File: config.mk
export PLATFORM = sky130hd
export DESIGN_NAME = life_gen_ctrl
export DESIGN_NICKNAME = d
export VERILOG_FILES = /design/src/rtl/life_gen_ctrl.sv
export SDC_FILE = /design/constraint.sdc
export NUM_CORES = 1
export LEC_CHECK = 0
export ABC_AREA = 0
export BUFFER_PORTS_ARGS = -buffer_cell sky130_fd_sc_hd__buf_4
export CORE_ASPECT_RATIO = 1.25
export CORE_MARGIN = 5
export CORE_UTILIZATION = 45
export CTS_BUF_LIST = sky130_fd_sc_hd__clkbuf_4 sky130_fd_sc_hd__clkbuf_8
export DETAILED_ROUTE_END_ITERATION = 6
export PLACE_DENSITY = 0.67
export SLEW_MARGIN = 5
export SYNTH_ARGS = -nofsm -noshare
export SYNTH_HDL_FRONTEND = slang
export SYNTH_SLANG_ARGS = --single-unit
File: constraint.sdc
create_clock -name clk -period 4 [get_ports clk]
set_input_delay 0.4 -clock clk [delete_from_list [all_inputs] [get_ports clk]]
set_output_delay 0.4 -clock clk [all_outputs]
set_load 0.02 [all_outputs]
File: src/rtl/life_gen_ctrl.sv
// Generation controller for the Game-of-Life cell array: pattern load, single-step,
// free-run at a programmable interval, generation counting and stable-board halt.
module life_gen_ctrl #(
    parameter int unsigned ROWS  = 8,
    parameter int unsigned COLS  = 8,
    parameter int unsigned GEN_W = 16,
    parameter int unsigned DIV_W = 16,
    parameter int unsigned RS_W  = 3
) (
    input  logic             clk,
    input  logic             _rst,
    input  logic             cmd_load,
    input  logic             cmd_run,
    input  logic             cmd_stop,
    input  logic             cmd_step,
    input  logic [DIV_W-1:0] period,
    input  logic             load_valid,
    input  logic [COLS-1:0]  load_data,
    input  logic             grid_changed,
    output logic             load_ready,
    output logic [RS_W-1:0]  row_sel,
    output logic             row_we,
    output logic             gen_en,
    output logic [GEN_W-1:0] gen_count,
    output logic [1:0]       state,
    output logic             stable
);

    typedef enum logic [1:0] {
        S_IDLE = 2'd0,
        S_LOAD = 2'd1,
        S_RUN  = 2'd2
    } state_e;

    localparam logic [RS_W-1:0] LAST_ROW = RS_W'(ROWS - 1);

    state_e             state_q, state_d;
    logic [RS_W-1:0]    row_ptr_q, row_ptr_d;
    logic [DIV_W-1:0]   cnt_q, cnt_d;
    logic [GEN_W-1:0]   gen_count_q, gen_count_d;
    logic               stable_q, stable_d;
    logic               gen_en_q, gen_en_d;

    logic [DIV_W-1:0]   per_m1;
    logic               run_due;
    logic               row_hs;
    logic               unused_load_data;

    // Row data goes straight to the array; only the handshake is seen here.
    assign unused_load_data = ^load_data;

    // A period of 0 behaves like 1; >= lets a shortened period fire at once.
    assign per_m1  = (period == '0) ? '0 : period - DIV_W'(1);
    assign run_due = (cnt_q >= per_m1);

    assign load_ready = (state_q == S_LOAD);
    assign row_hs     = load_ready & load_valid & ~cmd_stop;
    assign row_we     = row_hs;
    assign row_sel    = row_ptr_q;

    assign gen_en    = gen_en_q;
    assign gen_count = gen_count_q;
    assign state     = state_q;
    assign stable    = stable_q;

    // State and datapath registers
    always_ff @(posedge clk or negedge _rst) begin
        if (!_rst) begin
            state_q     <= S_IDLE;
            row_ptr_q   <= '0;
            cnt_q       <= '0;
            gen_count_q <= '0;
            stable_q    <= 1'b0;
            gen_en_q    <= 1'b0;
        end else begin
            state_q     <= state_d;
            row_ptr_q   <= row_ptr_d;
            cnt_q       <= cnt_d;
            gen_count_q <= gen_count_d;
            stable_q    <= stable_d;
            gen_en_q    <= gen_en_d;
        end
    end

    // Next-state logic
    always_comb begin
        state_d = state_q;
        case (state_q)
            S_IDLE: begin
                if (cmd_load) begin
                    state_d = S_LOAD;
                end else if (!cmd_step && cmd_run) begin
                    state_d = S_RUN;
                end
            end
            S_LOAD: begin
                if (cmd_stop) begin
                    state_d = S_IDLE;
                end else if (load_valid && row_ptr_q == LAST_ROW) begin
                    state_d = S_IDLE;
                end
            end
            S_RUN: begin
                if (cmd_stop) begin
                    state_d = S_IDLE;
                end else if (run_due && !grid_changed) begin
                    state_d = S_IDLE;
                end
            end
            default: state_d = S_IDLE;
        endcase
    end

    // Row pointer, interval counter, generation counter and strobe
    always_comb begin
        row_ptr_d   = row_ptr_q;
        cnt_d       = cnt_q;
        gen_count_d = gen_count_q;
        stable_d    = stable_q;
        gen_en_d    = 1'b0;
        case (state_q)
            S_IDLE: begin
                if (cmd_load) begin
                    row_ptr_d   = '0;
                    gen_count_d = '0;
                    stable_d    = 1'b0;
                end else if (cmd_step) begin
                    if (grid_changed) begin
                        gen_en_d    = 1'b1;
                        gen_count_d = gen_count_q + GEN_W'(1);
                        stable_d    = 1'b0;
                    end else begin
                        stable_d = 1'b1;
                    end
                end else if (cmd_run) begin
                    cnt_d    = '0;
                    stable_d = 1'b0;
                end
            end
            S_LOAD: begin
                if (cmd_stop) begin
                    row_ptr_d = '0;
                end else if (row_hs) begin
                    row_ptr_d = (row_ptr_q == LAST_ROW) ? '0 : row_ptr_q + RS_W'(1);
                end
            end
            S_RUN: begin
                if (!cmd_stop) begin
                    if (run_due) begin
                        cnt_d = '0;
                        if (grid_changed) begin
                            gen_en_d    = 1'b1;
                            gen_count_d = gen_count_q + GEN_W'(1);
                        end else begin
                            stable_d = 1'b1;
                        end
                    end else begin
                        cnt_d = cnt_q + DIV_W'(1);
                    end
                end
            end
            default: ;
        endcase
    end

endmodule

==> summary.md, run 1 <==
| Metric | Value |
|---|---|
| Crit. End Element | `register` |
| Wire length per cell | `13.29 µm` |
| CTS tree | `built` |
| Initial antenna violation count | `0` |
| Skew final | `0.007762 ns` |
| Worst-Skew Late Latency | `0.30 ns` |
| Die area | `8079 µm²` |
| Total track usage | `0.1639` |
| CORE AREA | `6206 µm²` |
| Fillers | `611` |
| CTS Sinks | `39` |
| Worst setup path class | `in2reg` |
| Num ports | `57` |
| Initial DRC count | `132` |
| Final worst-path cycle share | `0.9427` |
| Worst Path Required | `4.23 ns` |
| Max Cap Viol | `0` |
| Final setup violation count | `0` |
| Fraction of registers with async set/reset | `1.000` |
| Sequential share of the synthesized area | `0.3403` |
| Nets | `447` |
| Worst Path Max Fanout | `30` |
| Setup bufs post-CTS | `0` |
| Num CTS Buffers | `5` |
| Vias | `2617` |
| Worst r2r dst | `cnt_q[15]$_DFFE_PN0P_` |
| Clock Pin Slew Worst Setup and Hold Paths | `0.08 ns` |
| Die Y | `99.25 µm` |
| Vias in the first global route | `2492` |
| N_diodes | `0` |
| Worst reg-to-reg path cell count | `10` |
| CTS HTree Levels | `2` |
| Relative slew margins | `0.3956` |
| Final Max Tran Viols | `0` |
| Post-synthesis cell area | `2868 µm²` |
| GRT overflow | `0` |
| Number of flops mapped to enable cells by yosys | `0` |
| Most used DFF post-synth | `dfrtp_1` |
| Reg-to-Reg Start | `cnt_q[9]$_DFFE_PN0P_` |
| Most common cell after layout, fill and taps aside | `buf_4` |
| Initial core utilization | `0.4621` |
| Min Tclk post-route | `3.771 ns` |
| Worst-Margin Slew | `0.9033 ns` |
| Critical path startpoint category | `primary input` |
| Final wirelength | `6364 µm` |
| Worst hold slack | `0.06392 ns` |
| DRC Markers | `0` |
| Yosys warning count | `0` |
| HP Class | `in2async` |
| Synth unique cells | `46` |
| Worst vdd ir | `0.1905 mV` |
| Worst Path Arrival | `4.00 ns` |
| Max Buffers Root-to-Sink | `2` |
| Drt first pass iters | `4` |
| Layout cells sized above 1 | `0.1954` |
| CTS root buffer | `clkbuf_8` |
| Port Buffers | `48` |
| Placer congestion estimate | `0.7869` |
| Leakage dissipation | `1.683 nW` |
| Row count | `32` |
| RSZ-0062 raised after global routing | `no` |
| Status | `complete, no violations` |
| Die width | `81.40 µm` |
| First-pass GRT wire length | `10810 µm` |
| Fmax | `0.2652 GHz` |
| Hold Violations, Final | `0` |
| Synthesis-stage register bit count | `39` |
| DP Wirelength | `4878 µm` |
| Detail Route Antenna Nets | `0` |
| Most frequent cells in the layout | `buf_4, nand2_1, dfrtp_1` |
| Synthesized area per cell | `8.459 µm²` |
| PD cells | `311.2 nW/µm²` |
| R2r setup slk | `1.43 ns` |
| Post-CTS sizing | `0` |
| Syn nets | `393` |
| Vias/cell | `5.463` |
| Area Growth Syn to Fin | `21.34%` |
| Final worst slack | `0.2293 ns` |
| Mapped Cells | `339` |
| Quantity of hold-fixing buffers added after cts | `0` |
| Pre-CTS setup slack | `-0.1153 ns` |
| Largest net degree at the start of global routing | `40` |
cell usage after synthesis, drive strengths merged (2+ instances only):
cell | number | share of area
a21o | 3 | 0.010
and4 | 3 | 0.0092
o21ai | 13 | 0.023
o211ai | 3 | 0.0079
a31oi | 3 | 0.0065
nor4 | 6 | 0.013
xor2 | 16 | 0.049
or4 | 10 | 0.026
buf | 8 | 0.018
nor2b | 3 | 0.0065
nor3 | 6 | 0.014
nand4 | 10 | 0.022
a211o | 2 | 0.0061
xnor2 | 5 | 0.015
clkbuf | 7 | 0.0092
ha | 22 | 0.096
mux2i | 4 | 0.014
o31ai | 9 | 0.024
inv | 10 | 0.013
or3 | 7 | 0.015
nand2 | 46 | 0.060
nand3 | 19 | 0.033
o41ai | 3 | 0.0092
dfrtp | 39 | 0.34
nand2b | 6 | 0.013
and2 | 3 | 0.0065
nor2 | 27 | 0.036
or4b | 2 | 0.0083
and3 | 11 | 0.024
a21oi | 23 | 0.041
a211oi | 2 | 0.0070
per-stage QoR:
stage / util / TNS (ns) / cell area (µm²) / std cells / power (mW)
after floorplan: - / 0 / 2868 / 339 / 0.6369
after detailed placement: 0.5425 / -0.7941 / 3367 / 471 / 0.7587
after global placement: 0.5425 / -0.1283 / 3367 / 471 / 0.7509
after global routing: 0.5607 / 0 / 3480 / 479 / 1.148
final: 0.5607 / 0 / 3480 / 479 / 1.083
after CTS: 0.5607 / 0 / 3480 / 479 / 1.095
where the power goes:
group / internal [mW] / switching [mW]
Clock: 0.186 / 0.150
Sequential: 0.422 / 0.0451
Combinational: 0.117 / 0.162
critical path: stages:
cell	delay, ns
buf_4	0.11
or4_1	0.54
or3_1	0.42
nor4_1	0.24
xor2_1	0.18
nand2_1	0.07
ha_1	0.31
and4_1	0.20
nand4_1	0.15
a311oi_1	0.39
nor4_2	0.08
buf_4	0.23
or4_1	0.52
a21oi_1	0.15
registers in the layout, summed over array words and instances, names as in the netlist:
signal	count
state	2
gen_count	16
row_sel	3
gen_en	1
cnt_q	16
stable	1
cells by family after synthesis:
group	share of synthesized area
simple gates	0.2932
compound gates	0.1518
flops	0.3403
buf+inv	0.04058
fa+ha+maj	0.09598
xor+xnor	0.06413
mux	0.01396
metal layers:
| layer | up-vias | global-route usage | wire (µm) | share of wire |
|---|---|---|---|---|
| li1 | 1339 | - | - | - |
| met1 | 1227 | 0.1963 | 2784 | 0.44 |
| met2 | 45 | 0.2930 | 3250 | 0.51 |
| met3 | 6 | 0.02446 | 247 | 0.039 |
| met4 | 0 | 0.05462 | 82 | 0.013 |
| met5 | - | 0 | 0 | 0 |
area by class of cell:
type | instances | area, µm² | area share
clock buffer | 5 | 68.82 | 0.01978
clock inverter | 3 | 43.79 | 0.01259
inverter | 10 | 37.54 | 0.01079
multi-input combinational | 275 | 1782 | 0.5120
sequential | 39 | 975.9 | 0.2805
tap | 85 | 106.4 | 0.03056
timing repair buffer | 62 | 465.4 | 0.1338
how the worst max path moves through the flow:
stage	start	end	slack [ns]
after CTS	period[5]	gen_count[15]$_DFFE_PN0P_	0.19
after detailed placement	period[5]	gen_count[13]$_DFFE_PN0P_	-0.12
after global routing	period[5]	gen_count[15]$_DFFE_PN0P_	0.02
final	period[5]	gen_count[15]$_DFFE_PN0P_	0.23
after floorplan	period[11]	cnt_q[8]$_DFFE_PN0P_	0.36
after global placement	period[5]	gen_count[15]$_DFFE_PN0P_	-0.04
(Power assumes the default switching activity.)
==> inputs of run 2 (changes only) <==
Settings changed: PLACE_DENSITY 0.67 to 0.69.
==> run 2 against run 1 <==
  * Setup slack got worse by 0.037 ns
  * Global-route usage is 0.12 points higher
  * Non-clock buffer count up 1
  * Cell count up 0.21%
  * Die area is the same
  * Sequential power is essentially flat
  * Critical path depth is 3 higher
  * Critical path type unchanged
  * Critical endpoint is now cnt_q[13]$_DFFE_PN0P_
==> summary.md, run 2 (same netlist as run 1, synthesis figures left out) <==
| Metric | Value |
|---|---|
| Vias | `2688` |
| CORE AREA | `6206 µm²` |
| Pre-CTS setup slack | `-0.1162 ns` |
| Detail Route Antenna Nets | `0` |
| Crit. End Element | `register` |
| Nets | `448` |
| Relative slew margins | `0.4024` |
| Layout cells sized above 1 | `0.2051` |
| First-pass GRT wire length | `10980 µm` |
| Most frequent cells in the layout | `buf_4, nand2_1, dfrtp_1` |
| Clock Pin Slew Worst Setup and Hold Paths | `0.07 ns` |
| Min Tclk post-route | `3.808 ns` |
| GRT overflow | `0` |
| Pwr Total | `1.048 mW` |
| Die Y | `99.25 µm` |
| Skew final | `0.006320 ns` |
| PD cells | `299.8 nW/µm²` |
| Worst Path Required | `4.23 ns` |
| Worst vdd ir | `0.1188 mV` |
| Fmax | `0.2626 GHz` |
| Worst Setup SP | `period[5]` |
| Initial antenna violation count | `0` |
| Worst setup path class | `in2reg` |
| Initial DRC count | `116` |
| DRC Markers | `0` |
| Critical path startpoint category | `primary input` |
| Fin cells | `480` |
| Final wirelength | `6299 µm` |
| CTS tree | `built` |
| Cell count after placement | `472` |
| Total track usage | `0.1652` |
| CTS HTree Levels | `2` |
| Worst hold slack | `0.06378 ns` |
| Final setup violation count | `0` |
| Worst Path Max Fanout | `31` |
| Num CTS Buffers | `5` |
| Area Growth Syn to Fin | `21.95%` |
| DP Wirelength | `4868 µm` |
| Placer congestion estimate | `0.7832` |
| Reg-to-Reg Start | `cnt_q[9]$_DFFE_PN0P_` |
| Die area | `8079 µm²` |
| Fillers | `595` |
| Largest net degree at the start of global routing | `40` |
| HP Class | `in2async` |
| Status | `complete, no violations` |
| Final worst-path cycle share | `0.9519` |
| Worst Path Arrival | `4.03 ns` |
| Worst-Skew Late Latency | `0.30 ns` |
| Final Util | `0.5635` |
| Initial core utilization | `0.4621` |
| Hold Violations, Final | `0` |
| Leakage dissipation | `1.687 nW` |
| Max Buffers Root-to-Sink | `2` |
| Vias/cell | `5.600` |
| N_diodes | `0` |
| CTS root buffer | `clkbuf_8` |
| Drt first pass iters | `4` |
| Final Max Tran Viols | `0` |
| Vias in the first global route | `2527` |
| Most common cell after layout, fill and taps aside | `buf_4` |
| Worst-Margin Slew | `0.8930 ns` |
| Wire length per cell | `13.12 µm` |
| Die width | `81.40 µm` |
| Max Cap Viol | `0` |
| Final worst slack | `0.1924 ns` |
| Port Buffers | `48` |
| Num ports | `57` |
| Row count | `32` |
| CTS Sinks | `39` |
run 2: worst paths after layout:
kind,endpoint,slack [ns],depth (start not counted)
max in group asynchronous,cnt_q[1]$_DFFE_PN0P_,3.58,1
min reg2reg,stable$_DFFE_PN0P_,0.54,2
min,row_sel[2]$_DFFE_PN0P_,0.06,1
min in group clk,state[1]$_DFFE_PN0P_,0.33,3
max reg2reg,cnt_q[13]$_DFFE_PN0P_,1.31,10
max,cnt_q[13]$_DFFE_PN0P_,0.19,17
run 2: final cells by class:
class	instances	area, µm²	area share
well taps	85	106.4	0.03041
flip-flops and latches	39	975.9	0.2791
clock buffers	8	103.9	0.02970
inverters	10	37.54	0.01073
multi-input cells	275	1800	0.5148
repair buffers	63	473.0	0.1352
run 2: power breakdown:
group	switching (mW)	internal, mW	total (mW)	leakage [nW]
clock network	0.138	0.164	0.302	0.0549
logic	0.163	0.117	0.280	1.10
registers	0.0437	0.423	0.466	0.537
run 2: through the flow:
step / setup TNS (ns) / area (µm²)
floorplan: 0 / 2868
global placement: -0.09607 / 3374
global route: -0.3269 / 3497
finish: 0 / 3497
detailed placement: -1.098 / 3374
CTS: 0 / 3478
run 2: layer usage:
layer | GRT usage | up-vias | share of wire
met4 | 0.05852 | 0 | 0.017
li1 | - | 1350 | -
met2 | 0.3049 | 47 | 0.51
met3 | 0.02083 | 11 | 0.039
met5 | 0 | - | 0
met1 | 0.1899 | 1280 | 0.43
run 2: critical path, cell delays in order:
cell     delay, ns
buf_4         0.11
or4_1         0.56
nor2_1        0.15
nand2_1       0.13
nor4_1        0.31
xor2_1        0.20
nand2_1       0.07
ha_1          0.29
and2_1        0.15
a221o_1       0.30
a21o_1        0.21
nor4_2        0.31
buf_4         0.34
buf_4         0.19
nor2_1        0.04
buf_4         0.16
nor2_1        0.11
run 2: repair_timing:
item / in CTS / in global routing
buffers inserted: 0 / 0
hold buffers: 0 / 0
resized for setup: 0 / 3
endpoints found under the setup margin: 0 / 5
==> inputs of run 3 (changes only) <==
Clock period 4 ns to 4.65 ns, I/O delays scaled along.
==> run 3 against run 2 <==
  * Worst hold slack improved by 0.074 ns
  * Utilization decreased by 1.0 points
  * Clock-buffer cell count decreased by 2
  * Clock power up 12%
  * Global-route usage grew 0.059 points
  * Die area is the same
  * Critical endpoint is now cnt_q[6]$_DFFE_PN0P_
==> summary.md, run 3 (same netlist as run 1, synthesis figures left out) <==
| Metric | Value |
|---|---|
| Status | `complete, no violations` |
| Logic gate share of total power | `0.241` |
| Die Y | `99.25 µm` |
| Leakage dissipation | `1.643 nW` |
| Placer congestion estimate | `0.7933` |
| Worst Path Required | `4.81 ns` |
| Die area | `8079 µm²` |
| DRC Markers | `0` |
| Worst vdd ir | `0.1899 mV` |
| Nets | `436` |
| Sw frac | `0.3033` |
| CTS Sinks | `39` |
| CP Cell Sequence | `buf_4 -> or4_1 -> or3_1 -> nor4_1 -> xor2_1 -> nand2_1 -> ha_1 -> and4_1 -> nand4_1 -> a311oi_1 -> nor4_2 -> buf_4 -> nor2_1 -> nor2_1` |
| Internal power | `681.2 µW` |
| Fin cells | `468` |
| Most common cell after layout, fill and taps aside | `buf_4` |
| Worst reg-to-reg path cell count | `8` |
| Critical path startpoint category | `primary input` |
| CTS root buffer | `clkbuf_8` |
| Final worst slack | `0.7615 ns` |
| RSZ-0062 raised after global routing | `no` |
| Clock Pin Slew Worst Setup and Hold Paths | `0.08 ns` |
| Vias in the first global route | `2541` |
| Worst setup path class | `in2reg` |
| HP Class | `in2async` |
| Post-CTS sizing | `0` |
| Clock Power Share | `0.347` |
| Largest net degree at the start of global routing | `40` |
| Vias/cell | `5.562` |
| Fillers | `581` |
| Max Buffers Root-to-Sink | `2` |
| Initial antenna violation count | `0` |
| Num CTS Buffers | `5` |
| Vias | `2603` |
| Final setup violation count | `0` |
| CTS HTree Levels | `2` |
| Worst Path Arrival | `4.05 ns` |
| Detail Route Antenna Nets | `0` |
| Quantity of hold-fixing buffers added after cts | `0` |
| Hold Violations, Final | `0` |
| Pre-CTS setup slack | `0.4138 ns` |
| Num ports | `57` |
| Final Util | `0.5532` |
| CORE AREA | `6206 µm²` |
| Crit. End Element | `register` |
| Min Tclk post-route | `3.888 ns` |
| Cell count after placement | `460` |
| Worst hold slack | `0.1381 ns` |
| Final worst-path cycle share | `0.8362` |
| Wire length per cell | `13.47 µm` |
| Final wirelength | `6305 µm` |
| First-pass GRT wire length | `10990 µm` |
| Drt first pass iters | `4` |
| Layout cells sized above 1 | `0.1723` |
| Fmax | `0.2572 GHz` |
| Area Growth Syn to Fin | `19.72%` |
| Initial core utilization | `0.4621` |
| Critical-path top delay cell | `or4_1` |
| DP Wirelength | `4750 µm` |
| Port Buffers | `48` |
| Initial DRC count | `106` |
| Highest cell delay on the worst timing path | `0.55 ns` |
| Most frequent cells in the layout | `buf_4, nand2_1, dfrtp_1` |
| PD cells | `284.8 nW/µm²` |
| Skew final | `0.007918 ns` |
| N_diodes | `0` |
| Die width | `81.40 µm` |
| Max Cap Viol | `0` |
| Register share of total power | `0.412` |
| Relative slew margins | `0.4023` |
| Setup bufs post-CTS | `0` |
| Worst-Margin Slew | `0.8932 ns` |
| Worst Path Max Fanout | `15` |
| Fin Setup TNS | `0 ns` |
| CTS tree | `built` |
| GRT overflow | `0` |
| Row count | `32` |
| Sw Pwr | `296.6 µW` |
| Final Max Tran Viols | `0` |
| Worst-Skew Late Latency | `0.29 ns` |
| Total track usage | `0.1658` |
-- run 3: changes by cell type in the layout (fill, tap and decap cells not counted) --
cell	change
buf_4	-13
nor4_1	+1
bufinv_16	+2
o2bb2ai_1	+1
o2bb2ai_2	-1
buf_12	+1
clkbuf_8	-2
a311oi_1	+1
nor4_2	-1
a311oi_2	-1
-- run 3: layer usage --
layer / global-route usage / wire, µm / vias up
met5: 0 / 0 / -
met4: 0.06242 / 96 / 0
met3: 0.02264 / 256 / 7
met2: 0.3049 / 3338 / 47
met1: 0.1889 / 2614 / 1231
li1: - / - / 1318
-- run 3: cell type report --
class	count	area, µm²	area share
Multi-Input combinational cell	275	1782	0.5190
Sequential cell	39	975.9	0.2843
Timing Repair Buffer	51	395.4	0.1152
Tap cell	85	106.4	0.03098
Clock buffer	6	76.32	0.02223
Clock inverter	2	60.06	0.01749
Inverter	10	37.54	0.01093
-- run 3: stage by stage --
stage | power (mW) | cell area, µm²
finish | 0.9778 | 3433
global route | 1.037 | 3433
CTS | 0.9902 | 3433
detailed placement | 0.6470 | 3297
global placement | 0.6414 | 3297
floorplan | 0.5479 | 2868
-- run 3: power groups by stage --
stage               registers (mW)  clock network (mW)  logic [mW]
floorplan                    0.420                   0       0.128
global placement             0.408                   0       0.234
detailed placement           0.409                   0       0.238
CTS                          0.402               0.349       0.239
global route                 0.408               0.361       0.267
finish                       0.403               0.339       0.236
-- run 3: path summary, 6_finish.rpt --
kind | startpoint | endpoint | slack [ns]
min | _rst | row_sel[2]$_DFFE_PN0P_ | 0.14
max in group asynchronous | _rst | gen_count[1]$_DFFE_PN0P_ | 4.17
min in group clk | cmd_run | state[1]$_DFFE_PN0P_ | 0.41
min reg2reg | cnt_q[5]$_DFFE_PN0P_ | cnt_q[5]$_DFFE_PN0P_ | 0.54
max | period[5] | cnt_q[6]$_DFFE_PN0P_ | 0.76
max reg2reg | cnt_q[14]$_DFFE_PN0P_ | cnt_q[6]$_DFFE_PN0P_ | 2.11
-- run 3: critical path: cells and delay by family --
kind	cells	cell delay, ns
buf+inv	2	0.33
compound gates	1	0.39
xor+xnor	1	0.17
fa+ha+maj	1	0.31
simple gates	9	2.38
